--- config.mk ---
export PLATFORM = sky130hd
export DESIGN_NAME = rob_commit_unit
export DESIGN_NICKNAME = d
export VERILOG_FILES = /design/src/rtl/rob_commit_unit_pkg.sv /design/src/rtl/rob_commit_unit_retire_counter.sv /design/src/rtl/rob_commit_unit.sv
export SDC_FILE = /design/constraint.sdc
export NUM_CORES = 1
export LEC_CHECK = 0
export ABC_CLOCK_PERIOD_IN_PS = 5200
export CAP_MARGIN = 20
export CORE_MARGIN = 2
export CORE_UTILIZATION = 49
export DETAILED_ROUTE_END_ITERATION = 12
export PLACE_DENSITY = 0.85
export SETUP_SLACK_MARGIN = 0.1
export SYNTH_ARGS = -nofsm -noshare
export SYNTH_HDL_FRONTEND = slang
export SYNTH_SLANG_ARGS = --single-unit
--- constraint.sdc ---
create_clock -name clk -period 5.2 [get_ports clk]
set_input_delay 1.56 -clock clk [delete_from_list [all_inputs] [get_ports clk]]
set_output_delay 1.56 -clock clk [all_outputs]
set_load 0.02 [all_outputs]
--- src/rtl/rob_commit_unit_pkg.sv ---
// Shared encodings for the ROB, dispatch and in-order commit logic.
// Instruction type codes, the "finished" state value and the commit FSM state type.
package rob_commit_unit_pkg;

  localparam logic [1:0] INS_TYPE_ALU    = 2'b00;
  localparam logic [1:0] INS_TYPE_STORE  = 2'b01;
  localparam logic [1:0] INS_TYPE_BRANCH = 2'b10;
  localparam logic [1:0] INS_TYPE_HALT   = 2'b11;

  localparam logic INS_STATE_FINISHED = 1'b1;

  typedef enum logic [1:0] {
    CS_RUN        = 2'd0,
    CS_STORE_WAIT = 2'd1,
    CS_HALTED     = 2'd2
  } commit_state_e;

endpackage

--- src/rtl/rob_commit_unit_retire_counter.sv ---
// Wrapping up-counter of retired instructions, used for performance reporting.
module retire_counter #(
  parameter int COUNT_WIDTH = 32
) (
  input  logic                   clk,
  input  logic                   reset,
  input  logic                   i_inc,
  output logic [COUNT_WIDTH-1:0] o_count
);

  logic [COUNT_WIDTH-1:0] r_count;

  always_ff @(posedge clk) begin
    if (reset) begin
      r_count <= '0;
    end else if (i_inc) begin
      r_count <= r_count + 1'b1;
    end
  end

  assign o_count = r_count;

endmodule

--- src/rtl/rob_commit_unit.sv ---
// In-order retirement controller sitting on the ROB head: retires finished entries,
// drives the register-file commit port, handshakes stores with memory and freezes on HALT.
module rob_commit_unit
  import rob_commit_unit_pkg::*;
#(
  parameter int ROB_ADDR_SIZE  = 5,
  parameter int DEST_ADDR_SIZE = 4,
  parameter int INS_TYPE_SIZE  = 2,
  parameter int INS_STATE_SIZE = 1,
  parameter logic [INS_STATE_SIZE-1:0] FINISHED_STATE = INS_STATE_SIZE'(INS_STATE_FINISHED),
  parameter int COUNT_WIDTH    = 32
) (
  input  logic                      clk,
  input  logic                      reset,
  input  logic [ROB_ADDR_SIZE-1:0]  i_rob_head_id,
  input  logic [ROB_ADDR_SIZE-1:0]  i_rob_tail_id,
  input  logic                      i_rob_is_full,
  input  logic [INS_STATE_SIZE-1:0] i_rob_head_state,
  input  logic [DEST_ADDR_SIZE-1:0] i_rob_head_dest,
  input  logic [INS_TYPE_SIZE-1:0]  i_rob_head_type,
  input  logic                      i_commit_en,
  input  logic                      i_st_ack,
  output logic                      o_commit_head,
  output logic                      o_rf_commit_valid,
  output logic [DEST_ADDR_SIZE-1:0] o_rf_commit_addr,
  output logic [ROB_ADDR_SIZE-1:0]  o_rf_commit_rob_id,
  output logic                      o_st_req,
  output logic [ROB_ADDR_SIZE-1:0]  o_st_rob_id,
  output logic                      o_halted,
  output logic [COUNT_WIDTH-1:0]    o_retired_count
);

  commit_state_e r_state;
  commit_state_e w_next_state;

  logic [ROB_ADDR_SIZE-1:0]  r_st_rob_id;
  logic                      w_rob_empty;
  logic                      w_head_ready;
  logic                      w_latch_store;
  logic                      w_commit_head;
  logic                      w_rf_valid;
  logic [DEST_ADDR_SIZE-1:0] w_rf_addr;
  logic [ROB_ADDR_SIZE-1:0]  w_rf_rob_id;
  logic                      w_st_req;
  logic [ROB_ADDR_SIZE-1:0]  w_st_rob_id;
  logic                      w_halted;

  // A full ROB also has head == tail, so the full flag disambiguates it from empty.
  assign w_rob_empty  = (i_rob_head_id == i_rob_tail_id) && !i_rob_is_full;
  assign w_head_ready = !w_rob_empty && (i_rob_head_state == FINISHED_STATE) && i_commit_en;

  always_ff @(posedge clk) begin
    if (reset) begin
      r_state     <= CS_RUN;
      r_st_rob_id <= '0;
    end else begin
      r_state <= w_next_state;
      if (w_latch_store) begin
        r_st_rob_id <= i_rob_head_id;
      end
    end
  end

  always_comb begin
    w_next_state  = r_state;
    w_latch_store = 1'b0;
    w_commit_head = 1'b0;
    w_rf_valid    = 1'b0;
    w_rf_addr     = '0;
    w_rf_rob_id   = '0;
    w_st_req      = 1'b0;
    w_st_rob_id   = r_st_rob_id;
    w_halted      = 1'b0;
    case (r_state)
      CS_RUN: begin
        if (w_head_ready) begin
          if (i_rob_head_type == INS_TYPE_SIZE'(INS_TYPE_ALU)) begin
            w_commit_head = 1'b1;
            w_rf_valid    = 1'b1;
            w_rf_addr     = i_rob_head_dest;
            w_rf_rob_id   = i_rob_head_id;
          end else if (i_rob_head_type == INS_TYPE_SIZE'(INS_TYPE_BRANCH)) begin
            w_commit_head = 1'b1;
          end else if (i_rob_head_type == INS_TYPE_SIZE'(INS_TYPE_STORE)) begin
            w_latch_store = 1'b1;
            w_next_state  = CS_STORE_WAIT;
          end else begin
            w_commit_head = 1'b1;
            w_next_state  = CS_HALTED;
          end
        end
      end
      // The memory write has already happened on ack, so downstream stalls cannot block it.
      CS_STORE_WAIT: begin
        w_st_req = 1'b1;
        if (i_st_ack) begin
          w_commit_head = 1'b1;
          w_next_state  = CS_RUN;
        end
      end
      CS_HALTED: begin
        w_halted = 1'b1;
      end
      default: begin
        w_next_state = CS_RUN;
      end
    endcase
    if (reset) begin
      w_next_state  = CS_RUN;
      w_latch_store = 1'b0;
      w_commit_head = 1'b0;
      w_rf_valid    = 1'b0;
      w_rf_addr     = '0;
      w_rf_rob_id   = '0;
      w_st_req      = 1'b0;
      w_st_rob_id   = '0;
      w_halted      = 1'b0;
    end
  end

  assign o_commit_head      = w_commit_head;
  assign o_rf_commit_valid  = w_rf_valid;
  assign o_rf_commit_addr   = w_rf_addr;
  assign o_rf_commit_rob_id = w_rf_rob_id;
  assign o_st_req           = w_st_req;
  assign o_st_rob_id        = w_st_rob_id;
  assign o_halted           = w_halted;

  retire_counter #(
    .COUNT_WIDTH(COUNT_WIDTH)
  ) u_retire_counter (
    .clk    (clk),
    .reset  (reset),
    .i_inc  (w_commit_head),
    .o_count(o_retired_count)
  );

endmodule

======== Word level (Yosys, flattened, before mapping) ========
Cells that the tools add are included.
operators by class
  add/sub/neg operators ................... 1
  equal/unequal tests ..................... 9
  multiplexer cells ....................... 36
  bitwise operators ....................... 1
  reduce and logical (&&, ||, !) cells .... 8
operators with widths
  kind                                                                   number
  32-bit by 1-bit adder with 32-bit output, second input constant        1
  5-bit 2-to-1 mux                                                       5
  1-bit 2-to-1 mux                                                       20
  4-bit 2-to-1 mux                                                       4
  2-bit 2-to-1 mux                                                       5
  2-bit inequality test, second input constant                           4
  2-bit one-hot mux with 3 select lines                                  1
  5-bit equality test                                                    1
  5-bit AND reduction                                                    1
  2-bit by 1-bit equality test with 1-bit output, second input constant  2
  2-bit equality test, second input constant                             2
  2-bit logical NOT                                                      2
  1-bit logical AND                                                      3
  1-bit logical NOT                                                      2
  1-bit one-hot mux with 2 select lines                                  1
  1-bit inverter                                                         1
word-level totals
  bits in registers ....................... 39
  input bits .............................. 22
  output and inout port bits .............. 50

======== Longest topological paths before layout ========
  depth after elaboration ................. 8
  depth in mapped cells ................... 8

======== Cells and area by module ========
From an unflattened synthesis, not the netlist that was laid out.
unflattened totals
  cell total of the unflattened synthesis .. 226
  area, all modules ....................... 2040.7 um^2
by module, submodules not included
  module           times used  cells an instance  area each (um^2)  sequential area each (um^2)
  retire_counter   1           181                1564.0            640.6
  rob_commit_unit  1           45                 476.7             140.1

======== Worst setup path after synthesis ========
OpenSTA, ideal clock, no wires.
  path type ............................... input port to output port
  start point ............................. input port i_rob_head_type[0]
  end point ............................... output port o_commit_head
  data arrival time ....................... 2.810 ns
  required time ........................... 3.640 ns
  setup slack ............................. 0.830 ns
  stages on the path ...................... 6
  buffers on the path ..................... 2
  cell sequence ........................... nor3b_1 a211oi_4 o21ai_1 buf_2 buf_4 nor2_1
between the ends
  cells in the longest elaborated chain, start to end .. 7
RTL lines
  item                                            line                    source
  start: declaration                              rob_commit_unit.sv:20   input logic [INS_TYPE_SIZE-1:0] i_rob_head_type,
  2-bit by 1-bit equality test with 1-bit output  rob_commit_unit.sv:84   end else if (i_rob_head_type == INS_TYPE_SIZE'(INS_TYPE_STORE)) begin
  1-bit 2-to-1 mux                                rob_commit_unit.sv:84
  1-bit 2-to-1 mux                                rob_commit_unit.sv:82   end else if (i_rob_head_type == INS_TYPE_SIZE'(INS_TYPE_BRANCH)) begin
  1-bit 2-to-1 mux *                              rob_commit_unit.sv:77   if (i_rob_head_type == INS_TYPE_SIZE'(INS_TYPE_ALU)) begin
  1-bit 2-to-1 mux *                              rob_commit_unit.sv:76   if (w_head_ready) begin
  1-bit one-hot mux with 2 select lines *         rob_commit_unit.sv:74   case (r_state)
  1-bit 2-to-1 mux *                              rob_commit_unit.sv:108  if (reset) begin
  end: declaration                                rob_commit_unit.sv:23   output logic o_commit_head,
Every way passes the cells marked *; elsewhere a longest branch is shown, timed or not.

======== Worst setup path after layout ========
  start point ............................. input port i_rob_head_id[1]
  end point ............................... output port o_commit_head
between the ends
  cells in the longest elaborated chain, start to end .. 8
RTL lines
  item                                   line                    source
  start: declaration                     rob_commit_unit.sv:15   input logic [ROB_ADDR_SIZE-1:0] i_rob_head_id,
  5-bit equality test                    rob_commit_unit.sv:49   assign w_rob_empty = (i_rob_head_id == i_rob_tail_id) && !i_rob_is_full;
  1-bit logical AND                      rob_commit_unit.sv:49
  1-bit logical NOT                      rob_commit_unit.sv:50   assign w_head_ready = !w_rob_empty && (i_rob_head_state == FINISHED_STATE) && i_commit_en;
  1-bit logical AND (2 in a row)         rob_commit_unit.sv:50
  1-bit 2-to-1 mux                       rob_commit_unit.sv:76
  1-bit one-hot mux with 2 select lines  rob_commit_unit.sv:74
  1-bit 2-to-1 mux                       rob_commit_unit.sv:108
Every way passes these cells.

==> key figures <==
Worst setup path
  • Crit path launch type: input pin
  • Required time of the critical path: ~3.6 ns
  • Max incr delay on CP: around 0.55 ns
  • Worst setup EP type: output port
  • Crit path DAT: 3.40 ns
  • Worst setup path start: i_rob_head_id[1]
  • R2r startpoint: u_retire_counter.o_count[0]
  • Reg2Reg Setup Slack: slightly below 3 ns
  • Delay-heaviest family, CP: buffers and inverters
  • Worst reg2reg path endpoint: u_retire_counter.o_count[28]
  • Critical path type: input pin to output port
  • Crit path max-delay cell type: clkdlybuf4s50_1
  • CP bufs+invs: 3
  • R2R cell count: 6
  • CP Capture Point: o_commit_head
  • Crit Path Max Fanout: 11
  • Critical path depth in cells: 7
  • Most Frequent Cell on Critical Path: clkdlybuf4s50_1
  • CP cell instances: clkdlybuf4s50_1, xnor2_1, nand4_1, buf_4, o21ai_1, nor2_1, clkdlybuf4s50_1

Detailed routing
  • DR vias/cell: 5.75
  • DRT Pass-1 Iters: 4
  • DRT iter0 DRCs: ~120
  • DRC: 0
  • Final ANT Viol Nets: 0
  • Routed len/inst: about 14 microns
  • Drt total wl: between 5000 and 6000 microns
  • Vias post-DR: between 2000 and 2500

Global route
  • Busiest grt layer: met2
  • Vias in the first global route: between 1500 and 2000
  • Overflow after GRT: 0
  • GR met1 Demand/Resource: 26.2%
  • Initial antenna violation count: 0
  • M3 GR Usage: 5.34%
  • Met2 usage in global routing: a little under two fifths
  • First-pass GRT wire length: between 8000 and 9000 microns
  • Largest net degree at the start of global routing: 34
  • Gr usage total: a little over a fifth

Floorplan
  • Die area: 4920 sq um
  • Starting density of the core: around 50%
  • DIE HEIGHT: roughly 70 microns
  • Die extent in x: between 70 and 80 microns
  • Core Rows: 24
  • Core ar.: 4290 sq um
  • Boundary Pins: 72

Synthesis
  • Register bit count reported by yosys: 39
  • Top FF cell, synth: dfxtp_1
  • Largest area contributor in the netlist: dfxtp_1
  • Cells after Synth: 242
  • Mapped Nets: 265
  • Synth Warn #: 0
  • Synth top area cells: dfxtp_1 36%, mux2_1 5.3%, nor2b_1 4.4%, xnor2_1 4.1%, or4_1 3.9%
  • FFs w/ async S/R, synth: 0%
  • Synth Cell Area: roughly 2100 sq um
  • Yosys cell types: 42
  • Top-count cell post-synth: dfxtp_1
  • Post-synthesis sequential area ratio: 36.4%
  • Post-synth top area share: between 30 and 40%
  • Syn avg cell area: a little under 9 sq um
  • Post-synth top cells: 39 x dfxtp_1, 16 x a21oi_1, 16 x nor2_1
  • EDFF count, synth: 0

Clock network
  • Clk buf depth: 2
  • Setup bufs post-CTS: 0
  • Hold_buf cts: 0
  • CTS H-tree lvls: 2
  • CTS Buf Count: 5
  • CTS tree: yes
  • Root buffer cell: clkbuf_8
  • Sink Count: 39
  • Clock transition at the registers of the reported paths: around 0.070 ns
  • Worst-skew pair later-pin latency: approximately 0.29 ns

Pwr
  • Peak supply drop: approximately 100 uV
  • Pwr Total: 0.556 mW
  • Leakage: 1.14 nW
  • PwrDens: around 190 nW/um^2

Worst hold path
  • Worst hold path class: register to register

STA
  • Final Max Slew Viols: 0
  • Final setup fails: 0
  • Final worst path period share: 95.4%
  • Slew @ Worst Pin: ~0.54 ns
  • Minimum clock period: ~5 ns
  • Slew HR: between 60% and 70%
  • Clock Skews: about 0.0055 ns
  • RSZ-0062 raised after global routing: false
  • Total negative slack: 0 ns
  • FMAX: 202 MHz
  • Hold Vio Cnt, Final: 0

Finish
  • Final #Nets: 340
  • Post-route cell area: roughly 3000 sq um
  • Diode count: 0
  • Post-route insts no fill: roughly 370
  • Area grow syn2layout: 39.9%
  • Layout filler cell count: 356
  • Share of post-route cells with drive strength above 1: approximately 7.3%

Placement
  • DP Area: approximately 2900 sq um
  • Placed wire-length estimate: approximately 4000 microns
  • Cell count after placement: 362
  • Port buffer count: 71
  • GP Congestion: 0.772

Run status
  • Status: completed

Flow run
  • Max-cap violations: 0
==> cell families after synthesis <==
kind of cell               synth area share, %
xor gates and xnor gates                  5.72
AOI/OAI and AO/OA                         16.4
muxes                                     5.72
and+or+nand+nor                           31.1
buffers and inverters                     4.03
adders and majority gates                0.584
DFF                                       36.4
==> state kept, by name, indices dropped and copies added, names as in the netlist <==
name / count
r_st_rob_id: 5
r_state: 2
u_retire_counter.o_count: 32
==> power by group <==
| group | internal, mW | total (mW) | switching (mW) |
|---|---|---|---|
| logic | 0.0330 | 0.0648 | 0.0319 |
| registers | 0.301 | 0.303 | 0.00231 |
| clock network | 0.0894 | 0.188 | 0.0988 |
==> final cells by class <==
cell class                      count  area [sq um]  share of cell area, %
Timing Repair Buffer               81           777                   25.9
Clock buffer                        6          72.6                   2.42
Inverter                            6          22.5                  0.751
Sequential cell                    39           781                   26.0
Multi-Input combinational cell    184          1280                   42.7
Tap cell                           52          65.1                   2.17
==> metrics by stage <==
step                hold slack [ns]  setup WS [ns]  utilization, %
floorplan                     0.530          0.830               -
global placement              0.477         0.0808            68.2
detailed placement            0.493         0.0183            68.2
CTS                           0.504          0.119            69.7
global route                  0.530          0.101            69.8
finish                        0.500          0.241            69.8
==> worst min-delay path by stage <==
stage                                       from                      endpoint  slack (ns)  depth (start not counted)
detailed placement  u_retire_counter.o_count[17]  u_retire_counter.o_count[17]        0.49                          2
global route        u_retire_counter.o_count[17]  u_retire_counter.o_count[17]        0.53                          2
floorplan                             r_state[0]                    r_state[1]        0.53                          1
global placement    u_retire_counter.o_count[21]  u_retire_counter.o_count[21]        0.48                          2
finish              u_retire_counter.o_count[16]  u_retire_counter.o_count[16]        0.50                          2
CTS                 u_retire_counter.o_count[21]  u_retire_counter.o_count[21]        0.50                          2
==> placed cells by master, fill, tap and decap left out, types with 10 or more instances in the layout <==
cell type        count
or4_1               11
and2_1              11
xnor2_1             10
nor2_1              16
a21oi_1             16
buf_4               10
dfxtp_1             39
mux2_1              10
nand2_1             11
o31ai_1             10
nor2b_1             15
clkdlybuf4s50_1     61
==> routing by layer <==
| metal | wire length [microns] | vias up |
|---|---|---|
| li1 | - | 1046 |
| met1 | 2220 | 983 |
| met2 | 2570 | 78 |
| met3 | 395 | 9 |
| met4 | 90 | 0 |
| met5 | 0 | - |
==> what timing repair did <==
item,CTS,global route
setup endpoints to repair,9,3
endpoints found under the hold margin,0,0
resized for setup,9,2
pin swaps,0,0
cloned,0,0
==> worst register-to-register path: stages (launching register included) <==
cell and delay (ns):
dfxtp_1 0.38, ha_1 0.25, nand4_1 0.19, a2111oi_4 0.49
o21ai_2 0.24, or4_1 0.54, a21oi_1 0.15
Note: power is estimated with default switching activity, not from simulation.
